[config.mk]
export PLATFORM = sky130hd
export DESIGN_NAME = uart_rx_word
export DESIGN_NICKNAME = d
export VERILOG_FILES = /design/src/rtl/uart_rx_word.sv
export SDC_FILE = /design/constraint.sdc
export NUM_CORES = 1
export LEC_CHECK = 0
export ABC_AREA = 1
export ABC_CLOCK_PERIOD_IN_PS = 3000
export BUFFER_PORTS_ARGS = -buffer_cell sky130_fd_sc_hd__buf_4
export CAP_MARGIN = 0
export CORE_ASPECT_RATIO = 0.8
export CORE_UTILIZATION = 63
export CTS_CLUSTER_DIAMETER = 40
export DETAILED_ROUTE_END_ITERATION = 10
export PLACE_DENSITY = 0.91
export SYNTH_ARGS = -nofsm -noshare
export SYNTH_HDL_FRONTEND = slang
export SYNTH_SLANG_ARGS = --single-unit
[constraint.sdc]
create_clock -name clk -period 3 [get_ports clk]
set_input_delay 0.45 -clock clk [delete_from_list [all_inputs] [get_ports clk]]
set_output_delay 0.45 -clock clk [all_outputs]
set_load 0.1 [all_outputs]
[src/rtl/uart_rx_word.sv]
// UART 8N1 receiver that also packs consecutive bytes into a LENGTH-bit word.
// The first byte of a word lands in the most significant lane. A bad stop bit
// drops the partial word. Short low pulses on rx are rejected as glitches.
module uart_rx_word #(
    parameter int unsigned LENGTH       = 32,  // multiple of 8
    parameter int unsigned CLKS_PER_BIT = 868  // even, >= 4
) (
    input  logic              clk,
    input  logic              rst,
    input  logic              enable,
    input  logic              rx,
    output logic [LENGTH-1:0] Q,
    output logic              word_valid,
    output logic [7:0]        byte_out,
    output logic              byte_valid,
    output logic              frame_err,
    output logic              busy
);

    localparam int unsigned Bytes = LENGTH / 8;
    localparam int unsigned IdxW  = (Bytes > 1) ? $clog2(Bytes) : 1;
    localparam int unsigned CntW  = $clog2(CLKS_PER_BIT);

    localparam logic [CntW-1:0] HalfLast = CntW'(CLKS_PER_BIT / 2 - 1);
    localparam logic [CntW-1:0] BitLast  = CntW'(CLKS_PER_BIT - 1);
    localparam logic [IdxW-1:0] IdxLast  = IdxW'(Bytes - 1);

    typedef enum logic [1:0] {StIdle, StStart, StData, StStop} state_e;

    state_e            state_q, state_d;
    logic              rx_meta_q, rx_s_q;
    logic [CntW-1:0]   baud_q, baud_d;
    logic [2:0]        bit_q, bit_d;
    logic [7:0]        shift_q, shift_d;
    logic [IdxW-1:0]   idx_q, idx_d;
    logic [LENGTH-1:0] asm_q, asm_d;
    logic [LENGTH-1:0] q_q, q_d;
    logic [7:0]        byte_q, byte_d;
    logic              byte_valid_q, byte_valid_d;
    logic              word_valid_q, word_valid_d;
    logic              frame_err_q, frame_err_d;
    logic              busy_q;
    logic [LENGTH-1:0] word_next;

    // Two-flop synchroniser; resets to the idle (high) line level.
    always_ff @(posedge clk) begin
        if (rst) begin
            rx_meta_q <= 1'b1;
            rx_s_q    <= 1'b1;
        end else begin
            rx_meta_q <= rx;
            rx_s_q    <= rx_meta_q;
        end
    end

    // Next-state logic: frame sequencing, byte capture and word assembly.
    always_comb begin
        state_d      = state_q;
        baud_d       = baud_q;
        bit_d        = bit_q;
        shift_d      = shift_q;
        idx_d        = idx_q;
        asm_d        = asm_q;
        q_d          = q_q;
        byte_d       = byte_q;
        byte_valid_d = 1'b0;
        word_valid_d = 1'b0;
        frame_err_d  = 1'b0;
        word_next    = asm_q;

        case (state_q)
            StIdle: begin
                // enable only gates new frames; one in flight always completes
                if (enable && !rx_s_q) begin
                    state_d = StStart;
                    baud_d  = '0;
                end
            end
            StStart: begin
                if (baud_q == HalfLast) begin
                    baud_d = '0;
                    if (!rx_s_q) begin
                        state_d = StData;
                        bit_d   = '0;
                    end else begin
                        state_d = StIdle;  // start bit did not hold: glitch
                    end
                end else begin
                    baud_d = baud_q + 1'b1;
                end
            end
            StData: begin
                if (baud_q == BitLast) begin
                    baud_d  = '0;
                    shift_d = {rx_s_q, shift_q[7:1]};
                    bit_d   = bit_q + 3'd1;
                    if (bit_q == 3'd7) begin
                        state_d = StStop;
                    end
                end else begin
                    baud_d = baud_q + 1'b1;
                end
            end
            StStop: begin
                if (baud_q == BitLast) begin
                    // Leave at mid-stop-bit so a back-to-back start edge is caught.
                    baud_d  = '0;
                    state_d = StIdle;
                    if (rx_s_q) begin
                        for (int unsigned i = 0; i < Bytes; i++) begin
                            if (idx_q == IdxW'(Bytes - 1 - i)) begin
                                word_next[i*8 +: 8] = shift_q;
                            end
                        end
                        asm_d        = word_next;
                        byte_d       = shift_q;
                        byte_valid_d = 1'b1;
                        if (idx_q == IdxLast) begin
                            q_d          = word_next;
                            word_valid_d = 1'b1;
                            idx_d        = '0;
                        end else begin
                            idx_d = idx_q + 1'b1;
                        end
                    end else begin
                        frame_err_d = 1'b1;
                        idx_d       = '0;  // drop the partial word
                    end
                end else begin
                    baud_d = baud_q + 1'b1;
                end
            end
            default: state_d = StIdle;
        endcase
    end

    // State and output registers with synchronous reset.
    always_ff @(posedge clk) begin
        if (rst) begin
            state_q      <= StIdle;
            baud_q       <= '0;
            bit_q        <= '0;
            shift_q      <= '0;
            idx_q        <= '0;
            asm_q        <= '0;
            q_q          <= '0;
            byte_q       <= '0;
            byte_valid_q <= 1'b0;
            word_valid_q <= 1'b0;
            frame_err_q  <= 1'b0;
            busy_q       <= 1'b0;
        end else begin
            state_q      <= state_d;
            baud_q       <= baud_d;
            bit_q        <= bit_d;
            shift_q      <= shift_d;
            idx_q        <= idx_d;
            asm_q        <= asm_d;
            q_q          <= q_d;
            byte_q       <= byte_d;
            byte_valid_q <= byte_valid_d;
            word_valid_q <= word_valid_d;
            frame_err_q  <= frame_err_d;
            busy_q       <= (state_d != StIdle);
        end
    end

    assign Q          = q_q;
    assign word_valid = word_valid_q;
    assign byte_out   = byte_q;
    assign byte_valid = byte_valid_q;
    assign frame_err  = frame_err_q;
    assign busy       = busy_q;

endmodule

* Word level (Yosys, flattened, before mapping)
Cells that the tools add are included.
** Word-level totals
- Bits in registers :: 103
- Output and inout port bits :: 44
- Logic and storage cells :: 71
** Cells by class
- $add $sub $neg :: 3
- Equal/unequal tests :: 13
- Muxes and demuxes :: 24
- Bitwise logic cells :: 3
- Reduce and logical (&&, ||, !) cells :: 14
** Operators with widths (number)
- $mux W8 :: 4
- $mux W10 :: 3
- $pmux W10 S3 :: 1
- $mux W2 :: 8
- $add A10 B1 Y10 const B :: 1
- $eq A10 B10 Y1 const B :: 1
- $eq A10 B9 Y1 const B :: 1
- $mux W3 :: 3
- $eq A2 B2 Y1 const B :: 4
- $ne A2 B2 Y1 const B :: 4
- $pmux W2 S4 :: 1
- $reduce_and A4 Y1 :: 2
- $pmux W3 S2 :: 1
- $eq A2 B1 Y1 const B :: 2
- $logic_not A2 Y1 :: 2
- $reduce_and A2 Y1 :: 2
- $reduce_bool A2 Y1 :: 2
- $reduce_or A4 Y1 :: 1
- $add A3 B1 Y3 const B :: 1
- $eq A3 B3 Y1 const B :: 1
- $mux W1 :: 3
- $not A1 Y1 :: 3
- $reduce_and A3 Y1 :: 1
- $reduce_or A3 Y1 :: 1
- other kinds (4) :: 4

* Depth between registers and ports, before layout
Gate-level depths: netlist of the first run.
- Depth after elaboration :: 5
- Depth in mapped cells :: 11

* Worst setup path after synthesis of the first run
No wires, ideal clock.
- Path type :: register to register
- From :: reg baud_q[0]
- To :: reg q_q[18], in the netlist Q[18]
- Library setup time :: 0.064 ns
- Arrival :: 1.508 ns
- Data required time :: 2.936 ns
- Path slack :: 1.428 ns
- Stages on the path, launching flop included :: 12
- Cell sequence :: dfxtp_1 ha_1 nand3_1 nor2_1 nand2_2 nor2_2 nand3_2 buf_6 buf_6 nand2_1 nand2_1 nor2_1
** On the way
- Word-level cells in the longest chain between the ends :: 2
** Ends and longest elaborated chain
- start: declaration :: RTL line 32 : logic [CntW-1:0] baud_q, baud_d;
- start signal: assignment :: RTL line 154 : baud_q <= baud_d;
- $eq A10 B10 Y1 :: RTL line 105 : if (baud_q == BitLast) begin
- $reduce_and A4 Y1 (no line)
- end signal: assignment :: RTL line 159 : q_q <= q_d;
- end: declaration :: RTL line 37 : logic [LENGTH-1:0] q_q, q_d;
No other way between the ends.
A chain may end at the register's enable or synchronous reset.

* Final worst setup path of the first run
- From :: reg baud_q[0]
- To :: reg q_q[10], in the netlist Q[10]
Same word-level chain as after synthesis.

==> metrics, run 1 <==
Final period util 75.9%; drt drc 0; Peak supply drop 270 µV; total power 2.45 mW; Static Leak 2.43 nW; post-synth top area cell dfxtp_1; ANT cells 0; die height 79.3 µm; DR vias/cell 5.41; max_slew headroom 42.2%; critical path type reg -> reg; Chip Width 98.6 µm; DRT Pass-1 Iters 5; highest clock rate 439 MHz; Clock Latency Late Sink 370 ps; Max Root-Sink Buffers 2; commonest cells after routing, fill and taps aside nand2_1 (190), dfxtp_1 (103), nor2_1 (101), inv_1 (90); cts hold-fix bufs 0; Port-buffer cells 47; Fin Clk Skew 11.0 ps; Num CTS Buffers 9; Initial DRC Count 327; combined buffer and inverter count along the critical path 0; DP HPWL 7290 µm; Total GRT Usage 29.5%; Cells after Synth 708; Placer Congestion 0.913; pwr/cell area 464 nW/µm²; Worst Path Required 3310 ps; Setup crit start kind register; worst-margin pin slew 865 ps; share of the synthesized area in the top cell type 43.8%; RSZ-0062 raised after global routing no; Crit. End Element register; cell row count 27; TritonCTS clock tree built; status finished, final reports clean; grt ovf 0; crit path cell chain ha_1 > nand3_1 > nor2_1 > nand2_2 > nor2_2 > nand3_2 > nand2_1 > nand2_1 > nor2_1; Routed WL 10,900 µm; Tmin final 2280 ps; critical path's top delay family simple AND/OR/NAND/NOR gates; Clock Sinks 103; initial antenna violation count 0; max cap viols 0; Die Area 7820 µm²; crit path DAT 2590 ps; Hold Violations, Final 0; DR vias 4,488; post_cts resized 0; clock transition at the registers of the reported paths 90 ps; CORE AREA 7060 µm²; largest net degree at the start of global routing 79; FILL cells 532; Crit Path Max Fanout 38; root buffer cell clkbuf_8; CP max stage cell nand3_2; remaining antenna violation count 0; leading cell type in the layout, fill and taps excluded nand2_1; Setup TNS 0 ps; H-tree depth 3; global-route wire length before repair 18,400 µm; Setup violations, final 0; Mapped Area 4710 µm²; nets 751; flop2flop setup slack 720 ps; DR WL/cell 13.1 µm; crit-path max cell delay 580 ps; Yosys cell types 23; Final Max Tran Viols 0; # IOs 48; area delta synth->final 12.3%; Non-Filler Instances 830; Post-CTS Setup Bufs 0; share of cells above drive strength 1 11.0%; Worst Hold Slack 268 ps; final instance area 5290 µm²; Initial Util 66.7%; DP Area 5050 µm²; sequential element share of the synthesized area 43.8%; net count after synthesis 720; Mapped Avg Cell Area 6.65 µm²; cell count after placement 815; vias in the first global route 4,163; min-delay worst type in -> reg; Synth area leaders dfxtp_1 (44%), nand2_1 (15%), nor2_1 (8.1%); Synth Register Bits 103; synth warn 0
[sequential cells by signal (all words and copies together), names as in the netlist]
signal and count:
Q 32, asm_q 32, baud_q 10, byte_out 8
shift_q 8, bit_q 3, idx_q 2, state_q 2
busy 1, byte_valid 1, frame_err 1, rx_meta_q 1
rx_s_q 1, word_valid 1
[synth_stat cells]
library cell	instances
inv_2	2
clkinv_1	3
nor3_1	3
o21ai_0	52
nor2_1	101
clkbuf_1	18
buf_6	3
nand3_2	1
inv_1	90
or2_2	4
nand4_1	14
nand2_2	3
nand2_1	190
ha_1	8
buf_4	3
buf_1	5
nor3_2	1
nand3_1	41
buf_2	5
dfxtp_1	103
a21oi_1	54
o21bai_1	1
nor2_2	3
[where the power goes]
part           internal, mW  switching (mW)  total [mW]
sequential             1.37         0.00518        1.37
clock                 0.553           0.467        1.02
combinational        0.0144          0.0452      0.0596
[routing by layer]
| metal | track usage, % | vias to the layer above | wire, µm |
|---|---|---|---|
| met4 | 11.2 | 0 | 195 |
| met5 | 0 | - | 0 |
| met1 | 36.5 | 2023 | 4910 |
| li1 | - | 2259 | - |
| met2 | 50.0 | 179 | 5010 |
| met3 | 7.48 | 27 | 787 |
[stage by stage]
stage | setup slack (ps) | utilization (%)
floorplan | 1430 | -
global placement | 901 | 71.6
detailed placement | 751 | 71.6
CTS | 710 | 74.9
global route | 415 | 74.9
finish | 722 | 74.9
[area by class of cell]
| type | count | area [µm²] | area share (%) |
|---|---|---|---|
| Timing Repair Buffer | 54 | 405 | 7.67 |
| Multi-Input combinational cell | 476 | 2120 | 40.1 |
| Clock inverter | 5 | 106 | 2.01 |
| Inverter | 95 | 357 | 6.74 |
| Sequential cell | 103 | 2060 | 39.0 |
| Clock buffer | 10 | 128 | 2.41 |
| Tap cell | 87 | 109 | 2.06 |
[worst paths after layout]
check | from | end | depth (start not counted)
max | baud_q[0] | Q[10] | 9
min | rx | rx_meta_q | 2
max reg2reg | baud_q[0] | Q[10] | 9
min reg2reg | asm_q[22] | asm_q[22] | 2
[cell families (layout without fill, tap and decap cells)]
family                     Yosys count  count (layout)  share of synthesized area, %
and+or+nand+nor                    361             361                          31.5
DFF                                103             103                          43.8
buffers and inverters              129             164                          11.1
adders and majority gates            8               8                          2.13
AOI/OAI and AO/OA                  107             107                          11.4
Note: power is estimated with default switching activity, not from simulation.
==> run 2, diff against run 1 <==
--- a/config.mk
+++ b/config.mk
@@ -6,14 +6,14 @@
 export NUM_CORES = 1
 export LEC_CHECK = 0
 export ABC_AREA = 1
-export ABC_CLOCK_PERIOD_IN_PS = 3000
+export ABC_CLOCK_PERIOD_IN_PS = 2100
 export BUFFER_PORTS_ARGS = -buffer_cell sky130_fd_sc_hd__buf_4
 export CAP_MARGIN = 0
 export CORE_ASPECT_RATIO = 0.8
-export CORE_UTILIZATION = 63
+export CORE_UTILIZATION = 59
 export CTS_CLUSTER_DIAMETER = 40
 export DETAILED_ROUTE_END_ITERATION = 10
-export PLACE_DENSITY = 0.91
+export PLACE_DENSITY = 0.87
 export SYNTH_ARGS = -nofsm -noshare
 export SYNTH_HDL_FRONTEND = slang
 export SYNTH_SLANG_ARGS = --single-unit
==> constraint.sdc (replaced) <==
create_clock -name clk -period 2.1 [get_ports clk]
set_input_delay 0.315 -clock clk [delete_from_list [all_inputs] [get_ports clk]]
set_output_delay 0.315 -clock clk [all_outputs]
set_load 0.1 [all_outputs]
==> metrics, run 2 (synthesis gave the netlist of run 1 again) <==
highest clock rate 555 MHz (+26%); root buffer cell clkbuf_8; Setup violations, final 0 (unchanged); DRT Pass-1 Iters 5 (unchanged); global-route wire length before repair 17,400 µm (-5.7%); Worst Path Required 2410 ps (-900 ps); Routed WL 10,700 µm (-1.9%); Setup crit start kind register; clock transition at the registers of the reported paths 100 ps (about the same); cell row count 28 (+3.7%); TritonCTS clock tree built; Crit Path Max Fanout 22 (-42%); drt drc 0 (unchanged); Setup TNS 0 ps (unchanged); DP HPWL 7340 µm (+0.75%); final core occ 70.9% (-4.0 points); Port-buffer cells 47 (unchanged); Final Max Tran Viols 0 (unchanged); initial antenna violation count 0 (unchanged); crit-path max cell delay 430 ps (-150 ps); pwr/cell area 627 nW/µm² (+35%); remaining antenna violation count 0 (unchanged); FILL cells 624 (+17%); vias in the first global route 3,841 (-7.7%); Fin Clk Skew 16.4 ps (+5.43 ps); area delta synth->final 13.9%; DR WL/cell 12.5 µm (-4.9%); Num CTS Buffers 9 (unchanged); min-delay worst type in -> reg; Total GRT Usage 26.6% (-3.0 points); Worst Hold Slack 128 ps (-140 ps); post_cts resized 0 (unchanged); cts hold-fix bufs 0 (unchanged); Peak supply drop 494 µV (+83%); CP max stage cell dfxtp_1; Hold Violations, Final 0 (unchanged); largest net degree at the start of global routing 62 (-22%); Initial Util 62.2% (-4.5 points); start point of the critical path baud_q[0]; Chip Width 102 µm (+3.3%); die height 81.9 µm (+3.3%); flop2flop setup slack 300 ps (-420 ps); H-tree depth 3 (unchanged); status finished, final reports clean; Die Area 8340 µm² (+6.6%); Clock Sinks 103 (unchanged); Tmin final 1800 ps (-476 ps); Clock Latency Late Sink 380 ps (about the same); Max Root-Sink Buffers 2 (unchanged); Non-Filler Instances 856 (+3.1%); CORE AREA 7570 µm² (+7.2%); critical path type reg -> reg; Crit. End Element register; Static Leak 2.45 nW (+1.1%); Post-CTS Setup Bufs 0 (unchanged); DR vias 4,464 (-0.53%); max_slew headroom 61.3% (+19 points); nets 758 (+0.93%); ANT cells 0 (unchanged); Placer Congestion 0.902 (-1.2%); grt ovf 0 (unchanged); DR vias/cell 5.21 (-3.6%); Initial DRC Count 337 (+3.1%); worst-margin pin slew 574 ps (-291 ps); share of cells above drive strength 1 12.1% (+1.1 points); # IOs 48 (unchanged); worst r2r src baud_q[0]; crit path DAT 2110 ps (-480 ps); leading cell type in the layout, fill and taps excluded nand2_1; commonest cells after routing, fill and taps aside nand2_1 (190), dfxtp_1 (103), nor2_1 (101), inv_1 (90), buf_4 (59); max cap viols 0 (unchanged); RSZ-0062 raised after global routing no; cell count after placement 840 (+3.1%); crit path cell chain ha_1 > nand3_1 > nor2_1 > nand2_2 > nor2_2 > nand2_1 > buf_4 > a21oi_1; Final period util 85.8% (+9.8 points); Hold Crit Start rx
==> run 2: cell types whose count changed in the layout (fill, tap and decap cells not counted) <==
cell	previous run	this run
inv_6	1	2
inv_8	0	2
buf_4	54	59
bufinv_16	3	1
buf_12	0	2
clkinvlp_4	1	2
clkbuf_1	1	0
==> run 2: cell type report <==
class                   count  area (µm²)  area share (%)
clock inverters             7        85.1            1.59
repair buffers             61         483            9.01
clock buffers               9         124            2.31
multi-input cells         476        2120            39.5
well taps                 105         131            2.45
flip-flops and latches    103        2060            38.5
inverters                  95         357            6.65
==> run 2: worst max-delay path, delay by kind of cell (launching register included) <==
kind            cells  cell delay (ps)
compound gates      1              180
fa+ha+maj           1              240
buf+inv             1              250
flops               1              430
simple gates        5              630
==> run 2: through the flow <==
stage          total power [mW]  worst slack, ps  instance area (µm²)
2_1_floorplan              2.07              528                 4710
3_3_place_gp               2.09              420                 5150
3_5_place_dp               2.10              319                 5150
4_1_cts                    3.37              283                 5360
5_1_grt                    3.46              129                 5360
6_report                   3.36              299                 5360
==> run 2: path summary, 6_finish.rpt <==
path               endpoint  cells past startpoint
hold / removal    rx_meta_q                      2
setup reg to reg  asm_q[22]                      8
hold reg to reg      rx_s_q                      1
setup / recovery  asm_q[22]                      8
==> run 2: metal layers <==
metal  vias to the layer above  global-route usage [%]  wire [µm]
met1                      1990                    35.0       4870
li1                       2280                       -          -
met5                         -                       0          0
met3                        14                    6.64        834
met2                       180                    43.5       4890
met4                         0                    7.43        104
==> run 2: where the power goes <==
part	switching, mW	leakage (nW)	internal, mW
Clock	0.732	0.100	0.576
Combinational	0.0683	1.52	0.0251
Sequential	0.00413	0.830	1.96
Total	0.804	2.45	2.56
